===== src/rtl/frame_update_scheduler.sv =====
// Per-frame game-object update sequencer: player, bullet, alien (every Nth frame), collision.
// Optional feature macro: SCHED_PAUSE_EN (Pause input holds off new frames while idle).
module frame_update_scheduler #(
    parameter logic [3:0]  ALIEN_DIV = 4'd8,
    parameter logic [15:0] TIMEOUT   = 16'd1000
) (
    input  logic        Clk,
    input  logic        Reset,
    input  logic        Frame_Start,
    input  logic        Pause,
    input  logic        Div_Load,
    input  logic [3:0]  Alien_Div_In,
    input  logic        Player_Done,
    input  logic        Bullet_Done,
    input  logic        Alien_Done,
    input  logic        Collide_Done,
    output logic        Player_Step,
    output logic        Bullet_Step,
    output logic        Alien_Step,
    output logic        Collide_Step,
    output logic        Busy,
    output logic        Frame_Done,
    output logic [15:0] Frame_Count,
    output logic        Frame_Overrun,
    output logic [7:0]  Overrun_Cnt,
    output logic        Stall_Err,
    output logic [1:0]  Stall_Stage
);

    typedef enum logic [2:0] {
        S_IDLE    = 3'd0,
        S_PLAYER  = 3'd1,
        S_BULLET  = 3'd2,
        S_ALIEN   = 3'd3,
        S_COLLIDE = 3'd4
    } state_e;

    state_e      state_q, state_d;
    logic [15:0] wd_q, wd_d;
    logic [3:0]  fc_q, fc_d;
    logic [3:0]  div_q, div_d;
    logic [3:0]  step_q, step_d;
    logic        frame_done_q, frame_done_d;
    logic [15:0] frame_count_q, frame_count_d;
    logic        overrun_q, overrun_d;
    logic [7:0]  overrun_cnt_q, overrun_cnt_d;
    logic        stall_err_q, stall_err_d;
    logic [1:0]  stall_stage_q, stall_stage_d;

    logic        busy_s, start_s, in_stage_s, stage_done_s;
    logic        done_ok_s, timeout_s, advance_s, alien_match_s;
    logic [1:0]  stage_code_s;

`ifdef SCHED_PAUSE_EN
    assign start_s = Frame_Start & ~Pause;
`else
    logic pause_unused_s;
    assign pause_unused_s = Pause;
    assign start_s        = Frame_Start;
`endif

    assign busy_s        = (state_q != S_IDLE);
    // A Done in the entry cycle (watchdog still 0) belongs to a previous request and is ignored.
    assign done_ok_s     = stage_done_s & (wd_q != 16'd0);
    assign timeout_s     = (wd_q == (TIMEOUT - 16'd1));
    assign advance_s     = in_stage_s & (done_ok_s | timeout_s);
    // fc beyond a freshly shrunk divider counts as a match so the formation never stalls.
    assign alien_match_s = (fc_q >= (div_q - 4'd1));

    // Decode which stage is active and select its Done input.
    always_comb begin
        in_stage_s   = 1'b1;
        stage_code_s = 2'd0;
        stage_done_s = 1'b0;
        case (state_q)
            S_PLAYER:  begin stage_code_s = 2'd0; stage_done_s = Player_Done;  end
            S_BULLET:  begin stage_code_s = 2'd1; stage_done_s = Bullet_Done;  end
            S_ALIEN:   begin stage_code_s = 2'd2; stage_done_s = Alien_Done;   end
            S_COLLIDE: begin stage_code_s = 2'd3; stage_done_s = Collide_Done; end
            default:   begin in_stage_s = 1'b0; end
        endcase
    end

    // Next-state, strobe, counter and error-flag logic.
    always_comb begin
        state_d       = state_q;
        wd_d          = 16'd0;
        fc_d          = fc_q;
        div_d         = div_q;
        step_d        = 4'b0000;
        frame_done_d  = 1'b0;
        frame_count_d = frame_count_q;
        overrun_d     = 1'b0;
        overrun_cnt_d = overrun_cnt_q;
        stall_err_d   = stall_err_q;
        stall_stage_d = stall_stage_q;

        if (Div_Load) begin
            div_d = (Alien_Div_In == 4'd0) ? 4'd1 : Alien_Div_In;
        end else begin
            div_d = div_q;
        end

        if (advance_s && !done_ok_s) begin
            stall_err_d   = 1'b1;
            stall_stage_d = stall_err_q ? stall_stage_q : stage_code_s;
        end else begin
            stall_err_d   = stall_err_q;
        end

        if (Frame_Start && busy_s) begin
            overrun_d     = 1'b1;
            overrun_cnt_d = (overrun_cnt_q == 8'd255) ? 8'd255 : (overrun_cnt_q + 8'd1);
        end else begin
            overrun_d     = 1'b0;
        end

        // Watchdog resets to 0 on every transition, otherwise counts cycles spent in the stage.
        case (state_q)
            S_IDLE: begin
                if (start_s) begin
                    state_d = S_PLAYER;
                    step_d  = 4'b0001;
                end else begin
                    state_d = S_IDLE;
                end
            end
            S_PLAYER: begin
                if (advance_s) begin
                    state_d = S_BULLET;
                    step_d  = 4'b0010;
                end else begin
                    wd_d = wd_q + 16'd1;
                end
            end
            S_BULLET: begin
                if (advance_s && alien_match_s) begin
                    state_d = S_ALIEN;
                    step_d  = 4'b0100;
                    fc_d    = 4'd0;
                end else if (advance_s) begin
                    state_d = S_COLLIDE;
                    step_d  = 4'b1000;
                    fc_d    = fc_q + 4'd1;
                end else begin
                    wd_d = wd_q + 16'd1;
                end
            end
            S_ALIEN: begin
                if (advance_s) begin
                    state_d = S_COLLIDE;
                    step_d  = 4'b1000;
                end else begin
                    wd_d = wd_q + 16'd1;
                end
            end
            S_COLLIDE: begin
                if (advance_s) begin
                    state_d       = S_IDLE;
                    frame_done_d  = 1'b1;
                    frame_count_d = frame_count_q + 16'd1;
                end else begin
                    wd_d = wd_q + 16'd1;
                end
            end
            default: begin
                state_d = S_IDLE;
            end
        endcase
    end

    // State and registered-output flops.
    always_ff @(posedge Clk or posedge Reset) begin
        if (Reset) begin
            state_q       <= S_IDLE;
            wd_q          <= 16'd0;
            fc_q          <= 4'd0;
            div_q         <= ALIEN_DIV;
            step_q        <= 4'b0000;
            frame_done_q  <= 1'b0;
            frame_count_q <= 16'd0;
            overrun_q     <= 1'b0;
            overrun_cnt_q <= 8'd0;
            stall_err_q   <= 1'b0;
            stall_stage_q <= 2'd0;
        end else begin
            state_q       <= state_d;
            wd_q          <= wd_d;
            fc_q          <= fc_d;
            div_q         <= div_d;
            step_q        <= step_d;
            frame_done_q  <= frame_done_d;
            frame_count_q <= frame_count_d;
            overrun_q     <= overrun_d;
            overrun_cnt_q <= overrun_cnt_d;
            stall_err_q   <= stall_err_d;
            stall_stage_q <= stall_stage_d;
        end
    end

    assign Player_Step   = step_q[0];
    assign Bullet_Step   = step_q[1];
    assign Alien_Step    = step_q[2];
    assign Collide_Step  = step_q[3];
    assign Busy          = busy_s;
    assign Frame_Done    = frame_done_q;
    assign Frame_Count   = frame_count_q;
    assign Frame_Overrun = overrun_q;
    assign Overrun_Cnt   = overrun_cnt_q;
    assign Stall_Err     = stall_err_q;
    assign Stall_Stage   = stall_stage_q;

endmodule


===== config.mk =====
export PLATFORM = sky130hd
export DESIGN_NAME = frame_update_scheduler
export DESIGN_NICKNAME = d
export VERILOG_FILES = /design/src/rtl/frame_update_scheduler.sv
export SDC_FILE = /design/constraint.sdc
export NUM_CORES = 1
export LEC_CHECK = 0
export ABC_CLOCK_PERIOD_IN_PS = 1700
export CORE_UTILIZATION = 41
export CTS_BUF_LIST = sky130_fd_sc_hd__clkbuf_2
export CTS_CLUSTER_DIAMETER = 120
export CTS_CLUSTER_SIZE = 24
export DETAILED_ROUTE_END_ITERATION = 12
export PLACE_DENSITY = 0.75
export SETUP_SLACK_MARGIN = 0.5
export SYNTH_ARGS = -nofsm -noshare
export SYNTH_HDL_FRONTEND = slang
export SYNTH_SLANG_ARGS = --single-unit

===== constraint.sdc =====
create_clock -name Clk -period 1.7 [get_ports Clk]
set_input_delay 0.255 -clock Clk [delete_from_list [all_inputs] [get_ports Clk]]
set_output_delay 0.255 -clock Clk [all_outputs]
set_load 0.02 [all_outputs]

; Word level (Yosys, flattened, before mapping)
; Cells that the tools add are included.
[classes]
addsub = 5
order_cmp = 1
n_eq_ne = 8
n_mux = 24
n_bitwise = 4
reduce_logical = 15
[ops]
columns = cell, n
row1 = "adder 16 x 1 -> 16 bit, second input constant", 2
row2 = two-way mux 16 bit, 2
row3 = one-hot mux 16 bit (2 select lines), 1
row4 = two-way mux 4 bit, 5
row5 = "equality test 16 x 10 -> 1 bit, second input constant", 1
row6 = one-hot mux 4 bit (4 select lines), 1
row7 = nonzero test 16 bit, 1
row8 = one-hot mux 3 bit (5 select lines), 1
row9 = two-way mux 3 bit, 4
row10 = "adder 8 x 1 -> 8 bit, second input constant", 1
row11 = "equality test 8 bit, second input constant", 1
row12 = two-way mux 8 bit, 1
row13 = AND reduction 2 bit, 4
row14 = "equality test 3 x 2 -> 1 bit, second input constant", 2
row15 = two-way mux 1 bit, 6
row16 = one-hot mux 2 bit (3 select lines), 1
row17 = "adder 4 x 1 -> 4 bit, second input constant", 1
row18 = greater-or-equal comparator 4 bit, 1
row19 = zero test 4 bit, 1
row20 = "inequality test 2 bit, second input constant", 2
row21 = one-hot mux 1 bit (4 select lines), 1
row22 = OR reduction 4 bit, 1
row23 = "subtractor 4 x 1 -> 4 bit, second input constant", 1
row24 = "equality test 3 x 1 -> 1 bit, second input constant", 1
row25 = other kinds (11), 14
[word_totals]
regBits = 60
input_bits = 13
wordCells = 68

; Longest topological paths before layout
[depth]
word_depth = 8
mapped_depth = 8
mapped_depth_nobuf = 8

; Worst setup path after synthesis
; OpenSTA, ideal clock, no wires.
[synth_timing]
path_kind = register to register
from = reg wd_q[3]
to = reg state_q[1]
arrival_time_ns = 1.716
required_time_ns = 1.578
slack_ns = -0.137
stages_incl_launch_ff = 8
n_path_buf = 2
period_less_slack_ns = 1.837
cell_sequence = dfrtp_1 > buf_2 > nor4_4 > nand2_1 > o22ai_4 > buf_2 > nand2_1 > a32o_1
[synth_via]
elab_chain_len = 7
[synth_lines]
columns = element, line_no
row1 = "start, declared", 39  ; logic [15:0] wd_q, wd_d;
row2 = "start signal, assigned", 188  ; wd_q <= wd_d;
row3 = nonzero test 16 bit, 64  ; assign done_ok_s = stage_done_s & (wd_q != 16'd0);
row4 = bitwise AND 1 bit, 64
row5 = OR 1 bit *, 66  ; assign advance_s = in_stage_s & (done_ok_s | timeout_s);
row6 = bitwise AND 1 bit *, 66
row7 = two-way mux 3 bit / logical AND 1 bit (equally long branches), -
row8 = two-way mux 3 bit, 137  ; if (advance_s && alien_match_s) begin
row9 = one-hot mux 3 bit (5 select lines), 119  ; case (state_q)
row10 = "end signal, assigned", 187  ; state_q <= state_d;
row11 = "end, declared", 38  ; state_e state_q, state_d;
; Mark *: on every way between the ends. The rest lies on a longest branch, timed or not.
; A chain may end at the register's enable or synchronous reset.

; Worst setup path after layout
[layout_timing]
from = reg state_q[2]
to = reg wd_q[6]
[layout_via]
elab_chain_len = 8
[layout_lines]
columns = element, line_no
row1 = "equality test 3 bit, or another cell as far along", "75, 119"
row2 = one-hot mux 1 bit (4 select lines), 75  ; case (state_q)
row3 = bitwise AND 1 bit, 64
row4 = OR 1 bit, 66
row5 = bitwise AND 1 bit, 66
row6 = two-way mux 16 bit / logical AND 1 bit (equally long branches), -
row7 = two-way mux 16 bit, 137
row8 = one-hot mux 16 bit (2 select lines) *, 119
row9 = net wd_d[6], 39
; Mark *: on every way through the listed nets, which the timed path passes. The rest lies on a longest branch.

==> flow_summary.toml <==
[run_status]
outcome = "finished with violations"
violations = "negative setup slack"

[setup_path]
arrival_ns = 2.41
start_kind = "flop"
worstPathMaxFanout = 8
worstSetupPathType = "reg2reg"
required_ns = 2.14
reg2reg_setup_slack_ns = -0.28
end_kind = "flop"

[timing]
tns_ns = -9.89
tightestPinTransition_ns = 0.603
finalMaxSlewViolations = 0
min_period_ns = 1.98
slew_headroom = 0.595
setup_viol = 54
timing.fmax_mhz = 506
rsz0062_at_grt = "true"
period_share = 1.16
worst_slack_ns = -0.275
hold_viol_final = 0
skew_ns = 0.0191

[clocking]
cts.htree.levels = 3
clk_pin_slew_worst_paths_ns = 0.17
cts_inserted_buffers = 9
clkSinkCount = 60
clk-insertion-delay-late_ns = 0.50
cts_hold_buf = 0
cts_tree = "built"
cts_root_buf = "clkbuf_2"
cts_max_path_buffers = 2

[floorplanning]
die_y_um = 88.9
fp.dieArea_sq_um = 7900
rows = 31
initial_utilization = 0.425
ioPinCount = 47
core_area_sq_um = 7290
die_w_um = 88.9

[synth]
synth_ff_type = "dfrtp_1"
ys_seq_area_frac = 0.485
ys_types = 48
yosysWarnings = 0
ys_ff_latch = 60
netlist_area_sq_um = 3100
synth_nets = 324
synth_area_leaders = "dfrtp_1 (48%), xor2_1 (7.6%), ha_1 (4.0%), nand2_1 (4.0%), nor2_1 (4.0%)"
synthArstFlopShare = 1.00
synth_top_area_share = 0.477
netlist_instances = 301
syn_avg_cell_area_sq_um = 10.3
synth_edf_count = 0
synth_area_leader_cell = "dfrtp_1"

[global_route]
grt_start_max_net_pins = 61
antenna_found_initial = 0
grt_pass1_vias = 2963
grt_usage = 0.234
overflow = 0
grt_pass1_wl_um = 13700

[place]
placedCellCount = 488
io_buffer_count = 45
hpwlAfterDp_um = 4860
post-place-ws_ns = -0.385
gp_congestion = 0.816

[layout]
num-nets-final = 464
drive_gt1_frac = 0.500
area_growth_pct = 63.3
stdcell_count = 545
diodes = 0

[drt]
avgViaCountPerCell = 5.27
vias = 2874
postRouteAntennaNets = 0
drt_pass1_iterations = 4
drt_iter0_drc = 150
wl_um = 8750
drc = 0
wl_per_cell_um = 16.1

[hold_path]
hold_path_class = "in2async"

[power_and_ir_drop]
p_leak_nw = 2.21
vdd_drop_max_uv = 1140
power_density_nw_per_um2 = 1740

[flow_run]
maxCapViolCount = 0
[sequential cells by signal (all words and copies together) (netlist names), 2 cells and up]
register     cells
Frame_Count     16
state_q          3
step_q           4
fc_q             4
Stall_Stage      2
div_q            4
Overrun_Cnt      8
wd_q            16
[synth_stat cells (2+ instances only)]
cell / count
a21oi_1: 11
and3_1: 8
and2_1: 2
ha_1: 10
dfrtp_1: 59
nand4_1: 10
buf_2: 3
nor2_1: 33
xnor2_1: 8
nor3_1: 5
a2111oi_0: 5
nand2_1: 33
mux2i_1: 4
a211oi_1: 6
xor2_1: 27
buf_6: 3
inv_1: 14
buf_1: 2
a32o_1: 3
mux2_2: 5
nand3_1: 14
a221o_1: 2
clkbuf_1: 3
o21ai_0: 5
a22o_1: 3
[metal layers]
| layer | part of all wire | vias up | track usage | routed length (um) |
|---|---|---|---|---|
| met5 | 0 | - | 0 | 0 |
| met4 | 0.025 | 0 | 0.130 | 218 |
| met3 | 0.035 | 21 | 0.0416 | 307 |
| met2 | 0.52 | 84 | 0.400 | 4590 |
| met1 | 0.42 | 1431 | 0.279 | 3640 |
| li1 | - | 1338 | - | - |
[timing repair]
action                     CTS  global route
buffers inserted            31             8
gates cloned                 1             1
gates resized for setup    253            55
setup endpoints to repair   89            89
pin swaps                   19            32
[power breakdown]
group          switching (mW)  total, mW  internal, mW
logic                    3.05       5.79          2.74
clock network           0.532      0.863         0.331
registers               0.332       2.14          1.81
[cells by family after synthesis]
group,after synthesis,synth area share
mux,9,0.0311
flops,60,0.485
simple gates,116,0.188
xor+xnor,35,0.0990
buf+inv,26,0.0412
fa+ha+maj,10,0.0404
compound gates,45,0.115
[final cells by class]
cell class                      count  area [sq um]
Fill cell                         533          2240
Multi-Input combinational cell    215          1920
Sequential cell                    60          1510
Timing Repair Buffer              141          1350
Tap cell                           99           124
Inverter                           14          56.3
Clock inverter                      6          55.1
Clock buffer                       10          50.0
[through the flow]
stage | area, sq um | power [mW] | utilization | hold slack [ns]
finish | 5050 | 8.79 | 0.693 | 0.154
global route | 5050 | 9.26 | 0.693 | 0.152
CTS | 4760 | 7.83 | 0.653 | 0.134
detailed placement | 4140 | 5.90 | 0.568 | 0.462
global placement | 4140 | 5.79 | 0.568 | 0.459
floorplan | 3220 | 4.34 | - | 0.361
[path summary, 6_finish.rpt]
path / end / depth (start not counted) / start
setup / recovery: wd_q[6]$_DFF_PP0_ / 8 / state_q[2]$_DFFE_PP0P_
hold / removal: Overrun_Cnt[7]$_DFFE_PP0P_ / 3 / Reset
setup reg to reg: wd_q[6]$_DFF_PP0_ / 8 / state_q[2]$_DFFE_PP0P_
hold reg to reg: Frame_Count[9]$_DFFE_PP0P_ / 1 / Frame_Count[9]$_DFFE_PP0P_
max in group asynchronous: div_q[3]$_DFFE_PP1P_ / 3 / Reset
min in group Clk: div_q[1]$_DFFE_PP0P_ / 3 / Alien_Div_In[1]
[critical path, cell delays in order (launching register included)]
cell       delay [ns]
dfrtp_1          0.44
buf_6            0.12
and2b_1          0.19
a32o_2           0.26
o22ai_4          0.29
buf_6            0.19
nand3_4          0.10
clkbuf_16        0.23
nor2_4           0.09
[cell usage in the layout, fill, tap and decap left out, types with 3 or more instances in the layout]
master	netlist	final
nor2_4	0	16
clkdlybuf4s50_1	0	11
ha_1	10	8
nand4_1	10	10
buf_4	1	72
inv_1	14	10
and3_1	8	5
a211oi_2	0	4
nand2_4	0	4
dfrtp_1	59	56
mux2_2	5	4
nand2_1	33	25
a22o_1	3	3
mux2i_1	4	4
buf_12	0	3
xor2_1	27	26
o21ai_0	5	4
nor3_1	5	3
a2111oi_4	1	6
a21oi_2	0	5
xnor2_1	8	8
inv_2	0	3
and3_4	0	3
nor2_1	33	16
nand2_2	0	4
nand3_1	14	13
clkbuf_2	0	10
buf_6	3	53
a21oi_1	11	5
dfrtp_2	0	3
(Power assumes the default switching activity.)
